===== src/rtl/pixel_stream_tx_pkg.sv =====
// Shared definitions for the pixel stream transmitter (package pixel_pkg).
// Contents:
//   PIXEL_W   - bits per pixel / stream byte
//   state_t   - transmitter FSM states (CHK is only reachable when the
//               PIXEL_STREAM_TX_CHECKSUM_EN build option is defined)
//   min1_clog2 - ceil(log2(v)) clamped to at least one bit, for counter widths
package pixel_pkg;

  localparam int PIXEL_W = 8;

  typedef enum logic [1:0] {
    IDLE = 2'd0,
    SEND = 2'd1,
    CHK  = 2'd2
  } state_t;

  function automatic int min1_clog2(input int v);
    return (v > 1) ? $clog2(v) : 1;
  endfunction

endpackage


===== src/rtl/pixel_stream_tx_if.sv =====
// Frame-in / byte-stream-out bus of the pixel stream transmitter.
// Signals:
//   frameIn/frameValid/frameReady  - parallel frame offer (N pixels, row-major)
//   txData/txValid/txReady         - byte stream handshake
//   txSof/txEol/txEof              - start-of-frame, end-of-line, end-of-frame
//   busy                           - transmitter holds a frame
// Modports:
//   master - the transmitter itself
//   slave  - the environment (frame source and byte sink)
interface pixel_stream_tx_if #(
  parameter int N = 16
);
  import pixel_pkg::*;

  logic [N*PIXEL_W-1:0] frameIn;
  logic                 frameValid;
  logic                 frameReady;
  logic [PIXEL_W-1:0]   txData;
  logic                 txValid;
  logic                 txReady;
  logic                 txSof;
  logic                 txEol;
  logic                 txEof;
  logic                 busy;

  modport master (
    input  frameIn, frameValid, txReady,
    output frameReady, txData, txValid, txSof, txEol, txEof, busy
  );

  modport slave (
    output frameIn, frameValid, txReady,
    input  frameReady, txData, txValid, txSof, txEol, txEof, busy
  );

endinterface


===== src/rtl/pixel_stream_tx_checksum.sv =====
// pixel_checksum: running mod-256 sum of the pixels of one frame.
// Only compiled when PIXEL_STREAM_TX_CHECKSUM_EN is defined.
// Ports:
//   clk, reset - clock, asynchronous active-low reset
//   en         - a pixel byte is being handed over this cycle
//   first      - the byte on data is pixel 0 (restarts the sum)
//   data       - byte currently on the stream
//   sum        - sum of all pixels up to and including data (combinational)
`ifdef PIXEL_STREAM_TX_CHECKSUM_EN
module pixel_checksum
  import pixel_pkg::*;
(
  input  logic               clk,
  input  logic               reset,
  input  logic               en,
  input  logic               first,
  input  logic [PIXEL_W-1:0] data,
  output logic [PIXEL_W-1:0] sum
);

  logic [PIXEL_W-1:0] acc_r;

  // Pixel 0 discards whatever the previous frame left in the accumulator.
  assign sum = (first ? 8'd0 : acc_r) + data;

  // Accumulator register, updated on every pixel handshake.
  always_ff @(posedge clk or negedge reset) begin
    if (!reset) begin
      acc_r <= 8'd0;
    end else if (en) begin
      acc_r <= sum;
    end else begin
      acc_r <= acc_r;
    end
  end

endmodule
`endif


===== src/rtl/pixel_stream_tx.sv =====
// pixel_stream_tx: double-buffered frame-to-byte-stream transmitter.
// A parallel frame is captured into a shadow buffer, moved to the active
// buffer and streamed one pixel per handshake, row-major, with SOF/EOL/EOF
// markers. A frame waiting in shadow is streamed straight after the last byte
// of the current one without a gap.
// Build option: PIXEL_STREAM_TX_CHECKSUM_EN appends one mod-256 checksum byte
// per frame (carrying txEof) after pixel N-1.
// Parameters: H rows, W columns, N = H*W pixels.
// Ports:
//   clk   - clock, rising edge
//   reset - asynchronous active-low reset
//   bus   - pixel_stream_tx_if.master (frame input, byte stream, busy)
module pixel_stream_tx
  import pixel_pkg::*;
#(
  parameter int H = 4,
  parameter int W = 4,
  parameter int N = 16
) (
  input logic                clk,
  input logic                reset,
  pixel_stream_tx_if.master  bus
);

  localparam int IDX_W = min1_clog2(N);
  localparam int COL_W = min1_clog2(W);
  localparam int ROW_W = min1_clog2(H);
  localparam logic [IDX_W-1:0] LAST_IDX = IDX_W'(N - 1);
  localparam logic [COL_W-1:0] LAST_COL = COL_W'(W - 1);

  state_t               state_r;
  logic [N*PIXEL_W-1:0] shadow_r;
  logic [N*PIXEL_W-1:0] active_r;
  logic                 shadow_full_r;
  logic                 active_full_r;
  logic [IDX_W-1:0]     idx_r;
  logic [COL_W-1:0]     col_r;
  logic [ROW_W-1:0]     row_r;
  logic [PIXEL_W-1:0]   tx_data_r;
  logic                 tx_valid_r;
  logic                 tx_sof_r;
  logic                 tx_eol_r;
  logic                 tx_eof_r;

  logic                 handshake_s;
  logic                 accept_s;
  logic                 last_pix_s;
  logic                 end_hs_s;
  logic                 refill_s;
  logic [IDX_W-1:0]     idx_inc_s;
  logic [COL_W-1:0]     col_next_s;
  logic [ROW_W-1:0]     row_next_s;

  function automatic logic [PIXEL_W-1:0] pixel_at(
    input logic [N*PIXEL_W-1:0] frame_v,
    input logic [IDX_W-1:0]     i
  );
    return frame_v[i*PIXEL_W +: PIXEL_W];
  endfunction

  assign handshake_s = tx_valid_r & bus.txReady;
  // Shadow full blocks acceptance, so a load and a refill never collide.
  assign accept_s    = bus.frameValid & ~shadow_full_r;
  assign last_pix_s  = (idx_r == LAST_IDX);
  assign idx_inc_s   = idx_r + IDX_W'(1);

  // Column wraps at W-1 and carries into the row counter.
  always_comb begin
    col_next_s = col_r;
    row_next_s = row_r;
    if (col_r == LAST_COL) begin
      col_next_s = COL_W'(0);
      row_next_s = row_r + ROW_W'(1);
    end else begin
      col_next_s = col_r + COL_W'(1);
    end
  end

`ifdef PIXEL_STREAM_TX_CHECKSUM_EN
  logic [PIXEL_W-1:0] csum_s;

  pixel_checksum u_checksum (
    .clk   (clk),
    .reset (reset),
    .en    (handshake_s & (state_r == SEND)),
    .first (tx_sof_r),
    .data  (tx_data_r),
    .sum   (csum_s)
  );

  // The frame ends on the handshake of the checksum byte.
  assign end_hs_s = handshake_s & (state_r == CHK);
`else
  assign end_hs_s = handshake_s & (state_r == SEND) & last_pix_s;
`endif

  // Shadow moves to active when idle, or on the closing handshake of a frame.
  assign refill_s = shadow_full_r & ((state_r == IDLE) | end_hs_s);

  // Buffers, FSM, counters and registered stream outputs.
  always_ff @(posedge clk or negedge reset) begin
    if (!reset) begin
      state_r       <= IDLE;
      shadow_r      <= '0;
      active_r      <= '0;
      shadow_full_r <= 1'b0;
      active_full_r <= 1'b0;
      idx_r         <= '0;
      col_r         <= '0;
      row_r         <= '0;
      tx_data_r     <= 8'd0;
      tx_valid_r    <= 1'b0;
      tx_sof_r      <= 1'b0;
      tx_eol_r      <= 1'b0;
      tx_eof_r      <= 1'b0;
    end else begin
      if (accept_s) begin
        shadow_r <= bus.frameIn;
      end else begin
        shadow_r <= shadow_r;
      end
      shadow_full_r <= accept_s | (shadow_full_r & ~refill_s);

      if (refill_s) begin
        state_r       <= SEND;
        active_r      <= shadow_r;
        active_full_r <= 1'b1;
        idx_r         <= '0;
        col_r         <= '0;
        row_r         <= '0;
        tx_valid_r    <= 1'b1;
        tx_data_r     <= pixel_at(shadow_r, IDX_W'(0));
        tx_sof_r      <= 1'b1;
        tx_eol_r      <= (LAST_COL == COL_W'(0));
`ifdef PIXEL_STREAM_TX_CHECKSUM_EN
        tx_eof_r      <= 1'b0;
`else
        tx_eof_r      <= (LAST_IDX == IDX_W'(0));
`endif
      end else if (end_hs_s) begin
        state_r       <= IDLE;
        active_full_r <= 1'b0;
        idx_r         <= '0;
        col_r         <= '0;
        row_r         <= '0;
        tx_valid_r    <= 1'b0;
        tx_data_r     <= 8'd0;
        tx_sof_r      <= 1'b0;
        tx_eol_r      <= 1'b0;
        tx_eof_r      <= 1'b0;
`ifdef PIXEL_STREAM_TX_CHECKSUM_EN
      end else if (handshake_s && (state_r == SEND) && last_pix_s) begin
        state_r   <= CHK;
        tx_data_r <= csum_s;
        tx_sof_r  <= 1'b0;
        tx_eol_r  <= 1'b0;
        tx_eof_r  <= 1'b1;
`endif
      end else if (handshake_s && (state_r == SEND)) begin
        idx_r     <= idx_inc_s;
        col_r     <= col_next_s;
        row_r     <= row_next_s;
        tx_data_r <= pixel_at(active_r, idx_inc_s);
        tx_sof_r  <= 1'b0;
        tx_eol_r  <= (col_next_s == LAST_COL);
`ifdef PIXEL_STREAM_TX_CHECKSUM_EN
        tx_eof_r  <= 1'b0;
`else
        tx_eof_r  <= (idx_inc_s == LAST_IDX);
`endif
      end else begin
        // No handshake: everything on the stream holds.
        state_r <= state_r;
      end
    end
  end

  assign bus.frameReady = ~shadow_full_r;
  assign bus.busy       = shadow_full_r | active_full_r;
  assign bus.txData     = tx_data_r;
  assign bus.txValid    = tx_valid_r;
  assign bus.txSof      = tx_sof_r;
  assign bus.txEol      = tx_eol_r;
  assign bus.txEof      = tx_eof_r;

endmodule


===== src/flat_wrapper.sv =====
// flat-port wrapper written by rule: the top's interface ports become plain ports
module pixel_stream_tx_flat import pixel_pkg::*;
#(
  parameter int H = 4,
  parameter int W = 4,
  parameter int N = 16
)
  (clk, reset, bus_frameIn, bus_frameValid, bus_txReady, bus_frameReady, bus_txData, bus_txValid, bus_txSof, bus_txEol, bus_txEof, bus_busy);
  pixel_stream_tx_if #(.N(N)) bus_i ();
  input logic clk;
  input logic reset;
  input wire logic [$bits(bus_i.frameIn)-1:0] bus_frameIn;
  input wire logic [$bits(bus_i.frameValid)-1:0] bus_frameValid;
  input wire logic [$bits(bus_i.txReady)-1:0] bus_txReady;
  output wire logic [$bits(bus_i.frameReady)-1:0] bus_frameReady;
  output wire logic [$bits(bus_i.txData)-1:0] bus_txData;
  output wire logic [$bits(bus_i.txValid)-1:0] bus_txValid;
  output wire logic [$bits(bus_i.txSof)-1:0] bus_txSof;
  output wire logic [$bits(bus_i.txEol)-1:0] bus_txEol;
  output wire logic [$bits(bus_i.txEof)-1:0] bus_txEof;
  output wire logic [$bits(bus_i.busy)-1:0] bus_busy;
  assign bus_i.frameIn = bus_frameIn;
  assign bus_i.frameValid = bus_frameValid;
  assign bus_i.txReady = bus_txReady;
  assign bus_frameReady = bus_i.frameReady;
  assign bus_txData = bus_i.txData;
  assign bus_txValid = bus_i.txValid;
  assign bus_txSof = bus_i.txSof;
  assign bus_txEol = bus_i.txEol;
  assign bus_txEof = bus_i.txEof;
  assign bus_busy = bus_i.busy;
  pixel_stream_tx #(.H(H), .W(W), .N(N)) u_core (.clk(clk), .reset(reset), .bus(bus_i));
endmodule

===== config.mk =====
export PLATFORM = sky130hd
export DESIGN_NAME = pixel_stream_tx_flat
export DESIGN_NICKNAME = d
export VERILOG_FILES = /design/src/rtl/pixel_stream_tx_pkg.sv /design/src/rtl/pixel_stream_tx_if.sv /design/src/rtl/pixel_stream_tx_checksum.sv /design/src/rtl/pixel_stream_tx.sv /design/src/flat_wrapper.sv
export SDC_FILE = /design/constraint.sdc
export NUM_CORES = 1
export LEC_CHECK = 0
export ABC_AREA = 1
export BUFFER_PORTS_ARGS = -buffer_cell sky130_fd_sc_hd__buf_4
export CORE_AREA = 3 3 155 157
export CTS_BUF_LIST = sky130_fd_sc_hd__clkbuf_4 sky130_fd_sc_hd__clkbuf_8
export CTS_CLUSTER_SIZE = 8
export DETAILED_ROUTE_END_ITERATION = 8
export DIE_AREA = 0 0 158 160
export GPL_TIMING_DRIVEN = 0
export PLACE_DENSITY = 0.75
export SYNTH_ARGS = -nofsm -noshare
export SYNTH_HDL_FRONTEND = slang
export SYNTH_SLANG_ARGS = --single-unit

===== constraint.sdc =====
create_clock -name clk -period 5 [get_ports clk]
set_input_delay 0.25 -clock clk [delete_from_list [all_inputs] [get_ports clk]]
set_output_delay 0.25 -clock clk [all_outputs]
set_load 0.03 [all_outputs]

==> results of run 1 <==
cell type report:
type | instances | share of cell area, %
Tap cell | 285 | 2.20
Buffer | 73 | 3.04
Sequential cell | 275 | 42.4
Multi-Input combinational cell | 763 | 27.0
Clock buffer | 77 | 5.92
Clock inverter | 2 | 0.108
Inverter | 185 | 4.29
Timing Repair Buffer | 276 | 15.1
through the flow:
| step | power (W) | util, % | setup slack (ns) |
|---|---|---|---|
| after floorplan | 0.00604 | - | 2.93 |
| after global placement | 0.00693 | 61.4 | 1.38 |
| after detailed placement | 0.00706 | 61.6 | 2.22 |
| final | 0.00927 | 71.7 | 2.18 |
| after global routing | 0.00988 | 71.7 | 2.02 |
| after CTS | 0.00925 | 71.7 | 2.22 |
synth_stat cells, drive strengths merged:
cell type	instances	area (µm²)
nand4	1	6.26
ha	4	50.1
inv	184	691
o22ai	1	6.26
nand2	301	1330
or2	1	6.26
mux2	75	845
o31ai	2	15.0
a22o	1	8.76
nor2	66	255
dfrtp	275	6880
a21oi	62	310
buf	62	452
clkinv	1	5.00
nand3	106	536
o21a	1	7.51
clkbuf	11	41.3
xor2	2	17.5
o21ai	140	986
report_power, final:
| part | leakage [nW] | internal, W | switching, W |
|---|---|---|---|
| Clock | 0.521 | 0.00120 | 0.000887 |
| Combinational | 4.33 | 0.00140 | 0.00196 |
| Sequential | 3.18 | 0.00327 | 0.000544 |
timing repair:
item                                   in CTS  in global routing
hold buffers                              129                  0
resized for setup                           0                  0
endpoints found under the hold margin     169                  0
state kept, by name, indices dropped and copies added, names as in the netlist:
name                  flops
u_core.bus.txData         8
u_core.bus.txEof          1
u_core.idx_r              4
u_core.shadow_full_r      1
u_core.col_r              2
u_core.active_r         128
u_core.bus.txEol          1
u_core.bus.txSof          1
u_core.shadow_r         128
u_core.state_r            1
layer usage:
layer	global-route usage [%]	up-vias	share of wire, %	wire length, µm
met2	42.6	337	49	15800
li1	-	4770	-	-
met5	0	-	0	0
met3	4.17	79	5.9	1910
met1	34.8	4770	42	13400
met4	9.93	0	3.6	1140
placed cells by master (no fill, tap or decap), types with 2 or more instances in the layout:
cell type and count:
buf_6 2, nand2_2 76, o21ai_1 57, inv_1 178, dfrtp_1 275, buf_16 2, inv_2 6, clkbuf_4 16
dlygate4sd3_1 129, nand2_1 224, inv_6 2, ha_1 4, xor2_1 2, o31ai_1 2, clkbuf_8 61, o21ai_2 76
buf_4 144, buf_2 46, clkbuf_1 11, buf_1 5, a21oi_1 62, nand3_1 105, nor2_1 65, o21ai_0 7
buf_12 9, mux2_2 75
cells by family (layout without fill, tap and decap cells):
group,Yosys count,in the layout,share of synthesized area [%]
adders and majority gates,4,4,0.402
buffers and inverters,258,613,9.55
and+or+nand+nor,475,475,17.1
AOI/OAI and AO/OA,207,207,10.7
xor gates and xnor gates,2,2,0.141
muxes,75,75,6.79
DFF,275,275,55.3
critical path, stage by stage (launching register included):
cell and delay [ns]:
dfrtp_1 0.42, inv_2 0.08, buf_2 0.21, buf_2 0.28, ha_1 0.27, buf_2 0.18, inv_1 0.17, clkbuf_1 0.45
nand3_1 0.18, nand3_1 0.12, nand3_1 0.10, nand2_1 0.10, nand2_1 0.05, a21oi_1 0.13
final timing paths:
path,from,endpoint,slack [ns],depth (start not counted)
hold reg to reg,u_core.shadow_r[79],u_core.active_r[79],0.48,2
setup reg to reg,u_core.idx_r[0],u_core.bus.txData[5],2.18,13
max in group asynchronous,reset,u_core.shadow_r[116],3.45,4
hold / removal,reset,u_core.shadow_r[51],0.17,2
min in group clk,bus_txReady,u_core.state_r[0],0.31,6
setup / recovery,u_core.idx_r[0],u_core.bus.txData[5],2.18,13
==> qor.yml, run 1 <==
power_density_mw_per_mm2: 571
dp_hpwl_um: 21200
cap_violations: 0
vdd_ir_drop_max_uv: 319
synth_nets: 1432
drcViolationCount: 0
p_leak_nw: 8.03
maxSlewHeadroom_pct: 52.4
final_max_slew_viol_count: 0
hold-worst-slack_ns: 0.172
io_buffers: 145
grt_pass1_vias: 10348
die_w_um: 158
startpoint_type: "flop"
synth_area_per_cell_um2: 9.60
drtAntennaViolNets: 0
grt_overflow: 0
drive_gt1_share_pct: 31.6
numClockSinks: 275
ys_ff_latch: 275
clock_path_buffers: 3
syn2layout_area_growth_pct: 30.3
period_minus_slack_ns: 2.82
io_pins: 146
synth_cells: 1296
postCtsSetupBuffers: 0
tritoncts: "yes"
grt_max_degree: 124
multi_input_area_mm2: 0.00438
grt_use_total_pct: 25.9
dieHeight_um: 160
core_mm2: 0.0226
worstPathArrival_ns: 3.30
hp-class: "input port to asynchronous set/reset pin"
setup_viol: 0
rsz0062_at_grt: "false"
clkTransAtPathRegs_ns: 0.06
required_ns: 5.48
wl_um: 32200
num_antenna_cells: 0
crit_path_end_kind: "flop"
ys_types: 29
cts_buffers: 46
rows: 55
placed_area_mm2: 0.0140
antenna_found_initial: 0
tightest_slew_ns: 0.712
fin_crit_sh_pct: 56.4
clock_latency_ns: 0.56
crit_fanout: 10
die-area_mm2: 0.0253
fillers: 1616
wl_per_cell_um: 16.6
yosysWarnings: 0
synth_area_mm2: 0.0124
crit_type: "flop to flop"
grt_first_pass_wirelength_um: 52200
fin_skew_ns: 0.0133
max_freq_ghz: 0.355
dr_total_vias: 9956
outcome: "completed"
vias_per_cell: 5.14
ctsRootBufferMaster: "clkbuf_8"
nets: 1756
ys_seq_area_share_pct: 55.3
drtIter0Drc: 598
final_cells: 1936
register_area_mm2: 0.00688
htreeDepth: 2
stdcell_area_mm2: 0.0162
drt_first_pass_iters: 5
start_util_pct: 55.0
gp_congestion: 0.953
fin_tns_setup_ns: 0
place_inst: 1728
hold_viol: 0
Note: power is estimated with default switching activity, not from simulation.
==> inputs of run 2 (changes only) <==
clock period = 2.6 ns   (was 5 ns; I/O delays follow)
==> run 2 against run 1 <==
  * Hold slack lost 0.12 ns
  * Cell area about the same
  * Die area stayed put
  * Largest power group unchanged
  * Clock power grew 92%
  * Fmax grew 20%
  * Setup slack worse by 1.9 ns
  * Critical endpoint is now u_core.bus.txData[6]
==> qor.yml, run 2 (synthesis results as in run 1) <==
layout_commonest_cell: "dfrtp_1"
crit_path_end_kind: "flop"
drt_first_pass_iters: 5
rows: 55
rsz0062_at_grt: "false"
num_antenna_cells: 0
place_ws_ns: -0.185
vdd_ir_drop_max_uv: 615
clock_latency_ns: 0.56
max_freq_ghz: 0.425
r2r_start: "u_core.idx_r[0]"
grt_max_degree: 124
io_buffers: 145
hp-class: "input port to asynchronous set/reset pin"
power_density_mw_per_mm2: 1100
p_leak_nw: 8.04
grt_overflow: 0
hold_viol: 0
final_cell_mix: "dfrtp_1 (275), nand2_1 (224), inv_1 (177)"
route.met2.wl_um: 15700
crit_type: "flop to flop"
fin_skew_ns: 0.0179
cts_buffers: 46
clkTransAtPathRegs_ns: 0.06
final_cells: 1935
setup_viol: 0
dp_hpwl_um: 21200
fin_crit_sh_pct: 90.5
clock_path_buffers: 3
htreeDepth: 2
nets: 1755
wl_um: 32300
die-area_mm2: 0.0253
ctsRootBufferMaster: "clkbuf_8"
crit_fanout: 12
tightest_slew_ns: 0.767
startpoint_type: "flop"
top_layer: "met4"
gp_congestion: 0.953
drtIter0Drc: 625
m1WireLength_um: 13500
drive_gt1_share_pct: 31.8
cap_violations: 0
maxSlewHeadroom_pct: 48.7
grt_use_total_pct: 25.9
numClockSinks: 275
start_util_pct: 55.0
required_ns: 3.08
dr_total_vias: 9974
worstPathArrival_ns: 2.84
drtAntennaViolNets: 0
grt_pass1_vias: 10355
die_w_um: 158
period_minus_slack_ns: 2.35
dieHeight_um: 160
wl_per_cell_um: 16.7
final_max_slew_viol_count: 0
io_pins: 146
worstSetupStartpoint: "u_core.idx_r[0]"
place_inst: 1728
outcome: "completed"
setup_ws_ns: 0.247
wl_met3_um: 1860
syn2layout_area_growth_pct: 30.4
drcViolationCount: 0
tritoncts: "yes"
grt_first_pass_wirelength_um: 52200
core_mm2: 0.0226
antenna_found_initial: 0
postCtsSetupBuffers: 0
vias_per_cell: 5.15
-- run 2: changes by cell type in the layout (fill, tap and decap cells not counted), sizes merged --
cell,before,now
buf,209,208
-- run 2: path summary, 6_finish.rpt --
path | depth (start not counted) | endpoint | slack, ns
setup / recovery | 12 | u_core.bus.txData[6] | 0.25
hold / removal | 2 | u_core.shadow_r[51] | 0.05
setup reg to reg | 12 | u_core.bus.txData[6] | 0.25
hold reg to reg | 2 | u_core.active_r[79] | 0.48
max in group asynchronous | 4 | u_core.shadow_r[116] | 1.21
min in group clk | 6 | u_core.state_r[0] | 0.18
-- run 2: metal layers --
metal,global-route usage (%),up-vias
met1,34.8,4783
met5,0,-
met4,10.1,0
met3,4.17,87
met2,42.5,341
li1,-,4763
-- run 2: through the flow --
step / hold slack [ns] / TNS, ns / total power [W] / util [%] / area (µm²)
2_1_floorplan: -0.166 / 0 / 0.0116 / - / 12400
3_3_place_gp: 0.365 / -241.19 / 0.0133 / 61.4 / 13900
3_5_place_dp: 0.0349 / -0.686 / 0.0136 / 61.6 / 14000
4_1_cts: 0.0505 / 0 / 0.0178 / 71.7 / 16200
5_1_grt: 0.0690 / 0 / 0.0190 / 71.7 / 16200
6_report: 0.0502 / 0 / 0.0179 / 71.7 / 16200
-- run 2: critical path, cell delays in order, from the launching register on --
cell and delay (ns):
dfrtp_1 0.42, inv_2 0.19, buf_4 0.22, ha_1 0.25, buf_2 0.19, inv_2 0.12
buf_4 0.19, nand3_1 0.13, nand3_1 0.10, nand3_1 0.13, nand2_1 0.13, nand2_1 0.06
a21oi_1 0.14
-- run 2: power by group --
group          total (W)  internal, W  switching, W
Sequential       0.00734      0.00630       0.00104
Clock            0.00402      0.00231       0.00171
Combinational    0.00650      0.00272       0.00378
Total             0.0179       0.0113       0.00653
-- run 2: final cells by class --
| class | count | area (µm²) |
|---|---|---|
| plain buffers | 72 | 500 |
| clock buffers | 77 | 960 |
| clock inverters | 2 | 17.5 |
| fillers | 1615 | 6410 |
| inverters | 185 | 696 |
| multi-input cells | 763 | 4380 |
| flip-flops and latches | 275 | 6880 |
| well taps | 285 | 357 |
| repair buffers | 276 | 2440 |
-- run 2: timing repair --
item                                    in CTS  in global routing
hold buffers                               129                  0
pin swaps                                    0                  0
hold endpoints to repair                   291                  0
gates resized for setup                      2                 11
endpoints found under the setup margin       7                  8
==> inputs of run 3 (changes only) <==
CTS_BUF_LIST = sky130_fd_sc_hd__clkbuf_16   (was sky130_fd_sc_hd__clkbuf_4 sky130_fd_sc_hd__clkbuf_8)
==> run 3 against run 2 <==
  * Hold slack improved by 0.054 ns
  * Core utilization increased by 0.25 points
  * Sequential power about the same
  * Via count decreased by 1.0%
==> qor.yml, run 3 (synthesis results as in run 1) <==
path_cells: "inv_2 -> buf_4 -> ha_1 -> buf_2 -> inv_2 -> clkbuf_2 -> nand3_1 -> nand3_1 -> nand3_1 -> nand2_1 -> nand2_1 -> a21oi_1"
max_freq_ghz: 0.425
nets: 1749
fin_skew_ns: 0.0199
drtAntennaViolNets: 0
crit_type: "flop to flop"
core_mm2: 0.0226
place_ws_ns: -0.185
outcome: "completed"
tightest_slew_ns: 0.679
final_cell_mix: "dfrtp_1 (275), nand2_1 (224), inv_1 (177)"
reg2regPathDepth: 12
num_antenna_cells: 0
cts_buffers: 40
grt_max_degree: 124
place_inst: 1728
r2r_start: "u_core.idx_r[0]"
layout_commonest_cell: "dfrtp_1"
m1WireLength_um: 13700
setup_viol: 0
htreeDepth: 2
wl_met3_um: 1710
syn2layout_area_growth_pct: 30.9
die-area_mm2: 0.0253
grt_first_pass_wirelength_um: 52300
antenna_found_initial: 0
route.met2.wl_um: 15500
critPathSlowestCell: "dfrtp_1"
wl_per_cell_um: 16.9
internal_power_w: 0.0117
clock_path_buffers: 3
setup_ws_ns: 0.245
crit_path_end_kind: "flop"
fin_crit_sh_pct: 90.6
hp-class: "input port to asynchronous set/reset pin"
crit_fanout: 12
io_buffers: 145
dp_hpwl_um: 21200
clkTransAtPathRegs_ns: 0.05
clock_latency_ns: 0.51
die_w_um: 158
cp_num_buf_inv: 5
period_minus_slack_ns: 2.36
dieHeight_um: 160
grt_pass1_vias: 10295
ctsRootBufferMaster: "clkbuf_16"
startpoint_type: "flop"
drcViolationCount: 0
vias_per_cell: 5.20
rows: 55
vdd_ir_drop_max_uv: 528
grt_overflow: 0
maxSlewHeadroom_pct: 54.6
p_sw_w: 0.00655
power_density_mw_per_mm2: 1120
drt_first_pass_iters: 5
final_cells: 1899
hold-worst-slack_ns: 0.104
drive_gt1_share_pct: 30.3
wl_um: 32100
p_leak_nw: 8.03
p_seq_share_pct: 40.3
pwr-share-clk_pct: 24.2
grt_use_total_pct: 25.9
drtIter0Drc: 618
cap_violations: 0
path_common_cell: "nand3_1"
tritoncts: "yes"
cpPeakStageDelay_ns: 0.42
rsz0062_at_grt: "false"
dr_total_vias: 9874
fin_tns_setup_ns: 0
swShare_pct: 35.8
r2r_slack_ns: 0.24
start_util_pct: 55.0
worstPathArrival_ns: 2.78
top_layer: "met4"
r2r_end: "u_core.bus.txData[5]"
gp_congestion: 0.953
required_ns: 3.02
hold_viol: 0
final_max_slew_viol_count: 0
io_pins: 146
critical-path-top-delay-family: "buffers and inverters"
pwr-share-comb_pct: 35.5
numClockSinks: 275
-- run 3: cell count changes in the layout (fill, tap and decap cells not counted), sizes merged --
cell / before / now
clkbuf: 88 / 53
clkinvlp: 0 / 1
buf: 208 / 206
clkinv: 1 / 2
inv: 186 / 185
-- run 3: worst max path at each step --
stage / startpoint / end / slack, ns / cells past startpoint
2_1_floorplan: u_core.idx_r[0] / u_core.bus.txData[4] / 0.53 / 13
3_3_place_gp: reset / u_core.shadow_r[116] / -0.90 / 1
3_5_place_dp: u_core.idx_r[0] / u_core.bus.txData[5] / -0.18 / 13
4_1_cts: u_core.idx_r[0] / u_core.bus.txData[4] / 0.06 / 13
5_1_grt: u_core.idx_r[0] / u_core.bus.txData[4] / 0.08 / 12
6_report: u_core.idx_r[0] / u_core.bus.txData[5] / 0.24 / 12
-- run 3: stage by stage --
step / instance area, µm² / power (W) / utilization [%]
after floorplan: 12400 / 0.0116 / -
final: 16300 / 0.0183 / 71.9
after CTS: 16300 / 0.0183 / 71.9
after global routing: 16300 / 0.0195 / 71.9
after global placement: 13900 / 0.0133 / 61.4
after detailed placement: 14000 / 0.0136 / 61.6
-- run 3: cell type report --
class | count | area (µm²)
Inverter | 185 | 696
Tap cell | 285 | 357
Buffer | 72 | 500
Clock inverter | 3 | 32.5
Timing Repair Buffer | 276 | 2440
Clock buffer | 40 | 1000
Fill cell | 1595 | 6350
Multi-Input combinational cell | 763 | 4380
Sequential cell | 275 | 6880
-- run 3: repair_timing --
item	in CTS	in global routing
setup endpoints to repair	7	8
pin swaps	0	0
cloned	0	0
hold endpoints to repair	203	0
resized for setup	2	9
setup buffers	0	0
hold buffers	129	0
-- run 3: layer usage --
| layer | GRT usage, % | vias to the layer above |
|---|---|---|
| met3 | 3.79 | 87 |
| met4 | 9.31 | 0 |
| met5 | 0 | - |
| met1 | 35.5 | 4738 |
| li1 | - | 4718 |
| met2 | 42.4 | 331 |
-- run 3: power groups by stage --
stage               combinational [W]  sequential (W)  clock, W
finish                        0.00649         0.00736   0.00443
CTS                           0.00643         0.00733   0.00451
global route                  0.00724         0.00754   0.00470
detailed placement            0.00622         0.00736         0
floorplan                     0.00443         0.00718         0
global placement              0.00603         0.00730         0
-- run 3: worst register-to-register path, cell delays in order (launching register included) --
cell and delay, ns:
dfrtp_1 0.42, inv_2 0.19, buf_4 0.23, ha_1 0.25, buf_2 0.19, inv_2 0.12, clkbuf_2 0.27, nand3_1 0.14
nand3_1 0.11, nand3_1 0.10, nand2_1 0.09, nand2_1 0.05, a21oi_1 0.13
